**config.mk**
```make
export PLATFORM = sky130hd
export DESIGN_NAME = sevenseg_capture
export DESIGN_NICKNAME = d
export VERILOG_FILES = /design/src/rtl/sevenseg_capture.sv
export SDC_FILE = /design/constraint.sdc
export NUM_CORES = 1
export LEC_CHECK = 0
export ABC_AREA = 1
export CAP_MARGIN = 15
export CORE_MARGIN = 2
export CORE_UTILIZATION = 59
export DETAILED_ROUTE_END_ITERATION = 12
export GPL_TIMING_DRIVEN = 0
export PLACE_DENSITY_LB_ADDON = 0.05
export SYNTH_ARGS = -nofsm -noshare
export SYNTH_HDL_FRONTEND = slang
export SYNTH_SLANG_ARGS = --single-unit
export TNS_END_PERCENT = 1
```
**constraint.sdc**
```tcl
create_clock -name clk -period 11 [get_ports clk]
set_input_delay 3.3 -clock clk [delete_from_list [all_inputs] [get_ports clk]]
set_output_delay 3.3 -clock clk [all_outputs]
set_load 0.01 [all_outputs]
```
**src/rtl/sevenseg_capture.sv**
```systemverilog
// sevenseg_capture: receive side of a multiplexed seven-segment bus.
// Qualifies each digit once {an, seg} has held steady for STABLE_CYCLES
// cycles, decodes the glyph back to hex and assembles NDIG digits into a
// frame that is presented on a valid/ready output.
// Optional build macro: SEVENSEG_DP_EN (capture seg[7] per slot onto out_dp).
//
// state   | meaning
// COLLECT | filling slots, no frame presented
// HOLD    | out_valid=1, frame waiting for out_ready; slots keep filling
module sevenseg_capture #(
   parameter int NDIG          = 4,
   parameter int STABLE_CYCLES = 4
) (
   input  logic                clk,
   input  logic                reset,
   input  logic [NDIG-1:0]     an,
   input  logic [7:0]          seg,
   output logic [4*NDIG-1:0]   out_value,
   output logic [NDIG-1:0]     out_err,
   output logic [NDIG-1:0]     out_dp,
   output logic                out_valid,
   input  logic                out_ready,
   output logic                overrun
);

   localparam int CW = $clog2(STABLE_CYCLES + 1);
   localparam logic [CW-1:0] CNT_MAX = CW'(STABLE_CYCLES);

   localparam logic ST_COLLECT = 1'b0;
   localparam logic ST_HOLD    = 1'b1;

   logic                  state;
   logic [NDIG+7:0]       prev;
   logic [CW-1:0]         cnt;
   logic [CW-1:0]         cnt_next;
   logic                  captured;
   logic                  one_hot;
   logic                  changed;
   logic                  do_cap;
   logic [7:0]            seg_m;
   logic [3:0]            dec_val;
   logic                  dec_err;
   logic [4*NDIG-1:0]     slot_val;
   logic [NDIG-1:0]       slot_err;
   logic [NDIG-1:0]       filled;
   logic [NDIG-1:0]       filled_next;
   logic                  frame_done;

`ifdef SEVENSEG_DP_EN
   logic [NDIG-1:0]       slot_dp;
   assign seg_m = seg;
`else
   // dp is ignored entirely so that toggling it never breaks a dwell
   assign seg_m = seg & 8'h7f;
`endif

   // dwell tracking: a change or a non one-hot anode restarts the count
   always_comb begin
      one_hot  = $onehot(an);
      changed  = ({an, seg_m} != prev) || !one_hot;
      cnt_next = cnt;
      if (changed)
         cnt_next = CW'(1);
      else if (cnt != CNT_MAX)
         cnt_next = cnt + 1'b1;
      do_cap = one_hot && (cnt_next == CNT_MAX) && (changed || !captured);
   end

   // glyph decode; anything unrecognised reads as 0 with err set
   always_comb begin
      dec_val = 4'h0;
      dec_err = 1'b0;
      case (seg[6:0])
         7'h3f: dec_val = 4'h0;
         7'h06: dec_val = 4'h1;
         7'h5b: dec_val = 4'h2;
         7'h4f: dec_val = 4'h3;
         7'h66: dec_val = 4'h4;
         7'h6d: dec_val = 4'h5;
         7'h7d: dec_val = 4'h6;
         7'h07: dec_val = 4'h7;
         7'h7f: dec_val = 4'h8;
         7'h6f: dec_val = 4'h9;
         7'h77: dec_val = 4'ha;
         7'h7c: dec_val = 4'hb;
         7'h39: dec_val = 4'hc;
         7'h5e: dec_val = 4'hd;
         7'h79: dec_val = 4'he;
         7'h71: dec_val = 4'hf;
         default: dec_err = 1'b1;
      endcase
   end

   // a completed frame always empties the mask; a capture on that same edge
   // belongs to the next frame and survives
   always_comb begin
      frame_done  = &filled;
      filled_next = frame_done ? '0 : filled;
      if (do_cap)
         filled_next = filled_next | an;
   end

   // input history, stability counter and slot storage
   always_ff @(posedge clk) begin
      if (!reset) begin
         prev     <= '0;
         cnt      <= '0;
         captured <= 1'b0;
         slot_val <= '0;
         slot_err <= '0;
         filled   <= '0;
      end else begin
         prev     <= {an, seg_m};
         cnt      <= cnt_next;
         captured <= changed ? do_cap : (captured | do_cap);
         filled   <= filled_next;
         for (int i = 0; i < NDIG; i++) begin
            if (do_cap && an[i]) begin
               slot_val[4*i +: 4] <= dec_val;
               slot_err[i]        <= dec_err;
            end
         end
      end
   end

   // frame presentation and handshake
   always_ff @(posedge clk) begin
      if (!reset) begin
         state     <= ST_COLLECT;
         out_value <= '0;
         out_err   <= '0;
         out_valid <= 1'b0;
         overrun   <= 1'b0;
      end else begin
         case (state)
            ST_COLLECT: begin
               if (frame_done) begin
                  out_value <= slot_val;
                  out_err   <= slot_err;
                  out_valid <= 1'b1;
                  state     <= ST_HOLD;
               end
            end
            default: begin
               if (frame_done) begin
                  if (out_ready) begin
                     out_value <= slot_val;
                     out_err   <= slot_err;
                  end else begin
                     overrun   <= 1'b1;
                  end
               end else if (out_ready) begin
                  out_valid <= 1'b0;
                  state     <= ST_COLLECT;
               end
            end
         endcase
      end
   end

`ifdef SEVENSEG_DP_EN
   // per-slot dp capture and its output register follow the digit path
   always_ff @(posedge clk) begin
      if (!reset) begin
         slot_dp <= '0;
         out_dp  <= '0;
      end else begin
         for (int i = 0; i < NDIG; i++)
            if (do_cap && an[i])
               slot_dp[i] <= seg[7];
         if (frame_done && (state == ST_COLLECT || out_ready))
            out_dp <= slot_dp;
      end
   end
`else
   assign out_dp = '0;
`endif

endmodule

```
==> flow_summary_export.csv, run 1 <==
group,metric,value,unit
sta,setup_viol,0,
layout,insertedDiodeCount,0,
placed_design,hpwlAfterDp,4611,um
floorplanning,die_footprint,0.005757,mm^2
clock_tree,postCtsSetupRepairBufs,0,
power,p_leak,1.820,nW
setup_path,cpMaxStageDelayCell,"clkdlybuf4s50_1",
sta,timing.final.crit_period,6247,ps
placed_design,buffer_ports.inserted,31,
logic_synthesis,synth.avg_cell_area,6.758,um^2
floorplanning,floorplan.initialDensity,0.6045,
setup_path,cp-start-kind,"input port",
clock_tree,postCtsHoldBufs,0,
setup_path,worstSetupPathType,"input port to flop",
hold_path,hold_path_class,"flop to flop",
sta,fin_worst_skew,9.501,ps
logic_synthesis,synth.top_cells.by_area,"dfxtp_1 41%, nand2_1 16%, inv_1 9.9%",
flow_run,max_cap_violations,0,
layout,fillerInstances,431,
setup_path,critPathCaptureType,"flop",
layout,layout.cells.most_common,"nand2_1",
clock_tree,cts-htree-levels,3,
clock_tree,post_cts_resized,0,
logic_synthesis,yosysUniqueCellTypes,29,
global_routing,groute.usage.overall,0.2477,
sta,max_clock_freq,160.1,MHz
sta,maxSlewViolCount,0,
floorplanning,die-width,75.88,um
logic_synthesis,syn_inst,451,
logic_synthesis,synth_area_leader,"dfxtp_1",
clock_tree,cts_tree,"built",
power,power_density,134.7,mW/mm^2
status,outcome,"finished, final reports clean",
layout,layout.cells.most_common_list,"130 x nand2_1, 80 x inv_1, 62 x dfxtp_1",
route,routed_wl,6609,um
layout,area.growth.synth_to_final,21.02,%
clock_tree,cts_buf_count,9,
logic_synthesis,synth_sequential_area_ratio,0.4072,
layout,fin_util,0.7315,
setup_path,critPathMaxStageDelay,660,ps
route,via_per_inst,4.918,
global_routing,grt_overflow,0,
clock_tree,cts.reportedPaths.clkPinSlew,70,ps
floorplanning,die_h,75.88,um
route,drt_first_iter_violations,117,
floorplanning,floorplan.core_area,0.005042,mm^2
floorplanning,row_count,26,
logic_synthesis,yosysWarnings,0,
clock_tree,worst_skew_pair.late_latency,350,ps
power,totalPowerFinal,0.4967,mW
logic_synthesis,synth_top_area_frac,0.4072,
route,dr.pass1.iters,4,
placed_design,gp_routability_congestion,0.9166,
clock_tree,clock_tree.buffer_depth,2,
clock_tree,cts_sinks,62,
sta,final_min_period_over_clock_period,0.5679,
clock_tree,cts.root.buffer_cell,"clkbuf_8",
global_routing,grt_first_pass_wirelength,10670,um
setup_path,timing.critical_path.buf_inv,3,
setup_path,required,11240,ps
global_routing,grt_antenna_before_repair,0,
global_routing,grt_pass1_vias,2504,
route,dr_total_vias,2808,
setup_path,worstPathArrival,6490,ps
logic_synthesis,netlist_area,0.003048,mm^2
route,drtAntennaViolNets,0,
route,remaining_drc_errors,0,
route,post_drt_wl_per_cell,11.57,um
layout,drive_above_1_share,0.07784,
sta,grt_setup_unrepaired,"no",
sta,final-hold-violation-count,0,
logic_synthesis,yosys_register_bits,62,
global_routing,maximum_number_of_pins_on_one_net_before_global_route_repair,13,
setup_path,worst-path-max-fanout,9,
layout,nNetsFinal,516,
floorplanning,io-pin-count,41,
power,max-vdd-ir-drop,0.1065,mV
sta,tns,0,ps
setup_path,critical_path.cell_chain,"clkdlybuf4s50_1 -> inv_1 -> fa_1 -> inv_1 -> ha_1 -> ha_1 -> nor3b_1 -> nand2_1 -> nor2_4 -> nand4_1 -> nor2_4 -> nand3_1 -> nand2_1 -> nor2_1",
setup_path,critPathTopFamily,"simple AND/OR/NAND/NOR gates",
-- power breakdown --
group / internal (mW) / switching (mW)
registers: 0.227 / 0.00139
logic: 0.0131 / 0.0240
clock network: 0.135 / 0.0964
-- worst min-delay path, cell delays in order, from the launching register on --
cell and delay (ps):
dfxtp_1 300, inv_1 60, a21oi_1 50
-- state kept, by name (all words and copies together), names as in the netlist --
name	cells
slot_val	16
out_value	16
filled	4
captured	1
out_err	4
slot_err	4
overrun	1
out_valid	1
prev	11
state	1
cnt	3
-- logic make-up (layout without fill, tap and decap cells) --
family / count (synthesis) / in the layout / share of synthesized area
AOI/OAI and AO/OA: 51 / 51 / 0.08497
other: 1 / 4 / 0.001230
buffers and inverters: 100 / 147 / 0.1310
DFF: 62 / 62 / 0.4072
and+or+nand+nor: 230 / 230 / 0.3469
xor gates and xnor gates: 2 / 2 / 0.005748
adders and majority gates: 5 / 5 / 0.02299
-- synthesized netlist by cell type, drive strengths merged --
master and instances:
a21oi 28, a311oi 1, buf 9, clkbuf 8, clkinv 1, conb 1, dfxtp 62, fa 1
ha 4, inv 82, nand2 130, nand3 18, nand3b 1, nand4 12, nor2 58, nor3 10
nor3b 1, o21ai 22, xnor2 1, xor2 1
-- final timing paths --
path / slack [ps] / end / cells after the start / start
setup / recovery: 4750 / slot_err[1] / 14 / an[0]
hold reg to reg: 450 / out_value[15] / 2 / slot_val[15]
setup reg to reg: 9030 / slot_err[1] / 10 / cnt[0]
hold / removal: 450 / out_value[15] / 2 / slot_val[15]
-- area by class of cell --
type | instances | area, um^2 | area share
multi-input cells | 292 | 1419 | 0.3847
flip-flops and latches | 62 | 1241 | 0.3365
inverters | 83 | 311.5 | 0.08446
repair buffers | 31 | 310.3 | 0.08412
clock buffers | 10 | 137.6 | 0.03731
clock inverters | 6 | 93.84 | 0.02544
plain buffers | 17 | 87.58 | 0.02374
well taps | 70 | 87.58 | 0.02374
-- metal layers --
layer  part of all wire  up-vias  global-route usage
met2               0.49       56              0.4205
met1               0.46     1276              0.3014
met3              0.041       11             0.04762
li1                   -     1465                   -
met5                  0        -                   0
met4              0.015        0              0.1150
-- metrics by stage --
stage | cells | setup WS (ps) | hold slack [ps] | area, um^2
final | 571 | 4753 | 454.9 | 3689
after global placement | 555 | 4449 | 430.3 | 3457
after detailed placement | 555 | 4426 | 443.2 | 3457
after CTS | 571 | 4761 | 451.8 | 3689
after global routing | 571 | 4504 | 477.8 | 3689
after floorplan | 454 | 5257 | 423.9 | 3059
Note: power is estimated with default switching activity, not from simulation.
==> run 2, diff against run 1 <==
- CORE_UTILIZATION: 59 -> 55
- clock period: 11 -> 5.95 ns (I/O delays scaled with it)
==> flow_summary_export.csv, run 2 (synthesis results as in run 1) <==
group,metric,value,unit
layout,layout.cells.most_common_list,"130 x nand2_1, 80 x inv_1, 62 x dfxtp_1",
floorplanning,row_count,27,
layout,largestRegisters,"out_value: 16 flops, slot_val: 16 flops, prev: 11 flops",
setup_path,critPathMaxStageDelay,660,ps
clock_tree,cts_sinks,62,
global_routing,grt_first_pass_wirelength,10960,um
global_routing,grt_overflow,0,
route,drtAntennaViolNets,0,
clock_tree,cts-htree-levels,3,
global_routing,grt_antenna_before_repair,0,
hold_path,hold_path_class,"flop to flop",
route,drt_first_iter_violations,148,
layout,layout.area.seq,0.001241,mm^2
clock_tree,cts_buf_count,9,
layout,nNetsFinal,516,
placed_design,gp_routability_congestion,0.8835,
route,post_drt_wl_per_cell,11.19,um
sta,maxSlewViolCount,0,
global_routing,grt_pass1_vias,2536,
clock_tree,cts_tree,"built",
setup_path,critical_path.cell_chain,"clkdlybuf4s50_1 -> inv_1 -> fa_1 -> inv_1 -> ha_1 -> ha_1 -> nor3b_1 -> nand2_1 -> nor2_4 -> nand4_1 -> nor2_4 -> nand3_1 -> nand2_1 -> nor2_1",
sta,setup_viol,0,
sta,final-hold-violation-count,0,
sta,max_clock_freq,209.4,MHz
power,p_leak,1.793,nW
clock_tree,cts.root.buffer_cell,"clkbuf_8",
clock_tree,postCtsHoldBufs,0,
setup_path,r2r-end,"slot_err[1]",
setup_path,worst-path-max-fanout,9,
clock_tree,worst_skew_pair.late_latency,340,ps
floorplanning,die_footprint,0.006153,mm^2
setup_path,reg2reg_depth,10,
sta,fin_worst_skew,5.846,ps
power,power_density,225.8,mW/mm^2
setup_path,regToRegSetupSlack,3950,ps
sta,timing.final.crit_period,4776,ps
global_routing,maximum_number_of_pins_on_one_net_before_global_route_repair,12,
flow_run,max_cap_violations,0,
floorplanning,floorplan.initialDensity,0.5604,
layout,fillerInstances,508,
route,remaining_drc_errors,0,
route,dr.pass1.iters,4,
placed_design,buffer_ports.inserted,31,
floorplanning,io-pin-count,41,
route,via_per_inst,4.743,
setup_path,worstSetupStartpoint,"an[0]",
layout,final_cell_area,0.003635,mm^2
clock_tree,clock_tree.buffer_depth,2,
setup_path,setup_crit_end,"slot_err[1]",
floorplanning,die_h,78.44,um
setup_path,worstSetupPathType,"input port to flop",
setup_path,cp-start-kind,"input port",
setup_path,critPathCaptureType,"flop",
setup_path,critical_path.reg2reg.startpoint,"cnt[0]",
setup_path,required,6190,ps
global_routing,groute.usage.overall,0.2274,
sta,tns,0,ps
placed_design,dpl_cell_area,0.003460,mm^2
floorplanning,floorplan.core_area,0.005439,mm^2
layout,insertedDiodeCount,0,
sta,hold_slack,455.3,ps
power,max-vdd-ir-drop,0.1944,mV
layout,multi_input_area,0.001419,mm^2
clock_tree,postCtsSetupRepairBufs,0,
status,outcome,"finished, final reports clean",
setup_path,worstPathArrival,5020,ps
setup_path,cpMaxStageDelayCell,"clkdlybuf4s50_1",
sta,grt_setup_unrepaired,"no",
layout,layout.cells.most_common,"nand2_1",
placed_design,hpwlAfterDp,4665,um
clock_tree,post_cts_resized,0,
route,routed_wl,6410,um
clock_tree,cts.reportedPaths.clkPinSlew,70,ps
route,dr_total_vias,2718,
floorplanning,die-width,78.44,um
layout,area.growth.synth_to_final,19.25,%
sta,final_min_period_over_clock_period,0.8027,
layout,drive_above_1_share,0.07585,
## run 2: worst min path at each step
stage          cells after the start          from             to  slack [ps]
6_report                           2  slot_val[13]  out_value[13]         460
4_1_cts                            2   slot_val[4]   out_value[4]         460
3_5_place_dp                       2  slot_val[12]  out_value[12]         440
2_1_floorplan                      1         state      out_valid         420
3_3_place_gp                       1         state      out_valid         440
5_1_grt                            2   slot_val[6]   out_value[6]         470
## run 2: critical path, delay by kind of cell
kind	cells	cell delay [ps]
fa+ha+maj	3	970
buf+inv	3	840
simple gates	8	1430
## run 2: area by class of cell
type	instances	share of cell area
Sequential cell	62	0.3415
Buffer	17	0.02410
Inverter	83	0.08571
Multi-Input combinational cell	292	0.3904
Clock buffer	11	0.03890
Tap cell	72	0.02478
Clock inverter	5	0.009294
Timing Repair Buffer	31	0.08537
## run 2: through the flow
| stage | instances | setup WS (ps) | power, mW | util |
|---|---|---|---|---|
| final | 573 | 1174 | 0.8207 | 0.6683 |
| after CTS | 573 | 1201 | 0.8257 | 0.6683 |
| after global routing | 573 | 968.2 | 0.8534 | 0.6683 |
| after global placement | 557 | 901.6 | 0.4972 | 0.6361 |
| after floorplan | 454 | 1722 | 0.4774 | - |
| after detailed placement | 557 | 834.4 | 0.4992 | 0.6361 |
## run 2: where the power goes
group | leakage, nW | switching [mW] | internal, mW
clock network | 0.0857 | 0.168 | 0.162
logic | 1.20 | 0.0441 | 0.0241
registers | 0.503 | 0.00251 | 0.419
## run 2: per-layer routing
layer  up-vias  GRT usage  wire, um
met5         -          0         0
met4         0    0.09649       123
met1      1195     0.2842      3130
li1       1460          -         -
met2        51     0.3828      2947
met3        12    0.04483       209
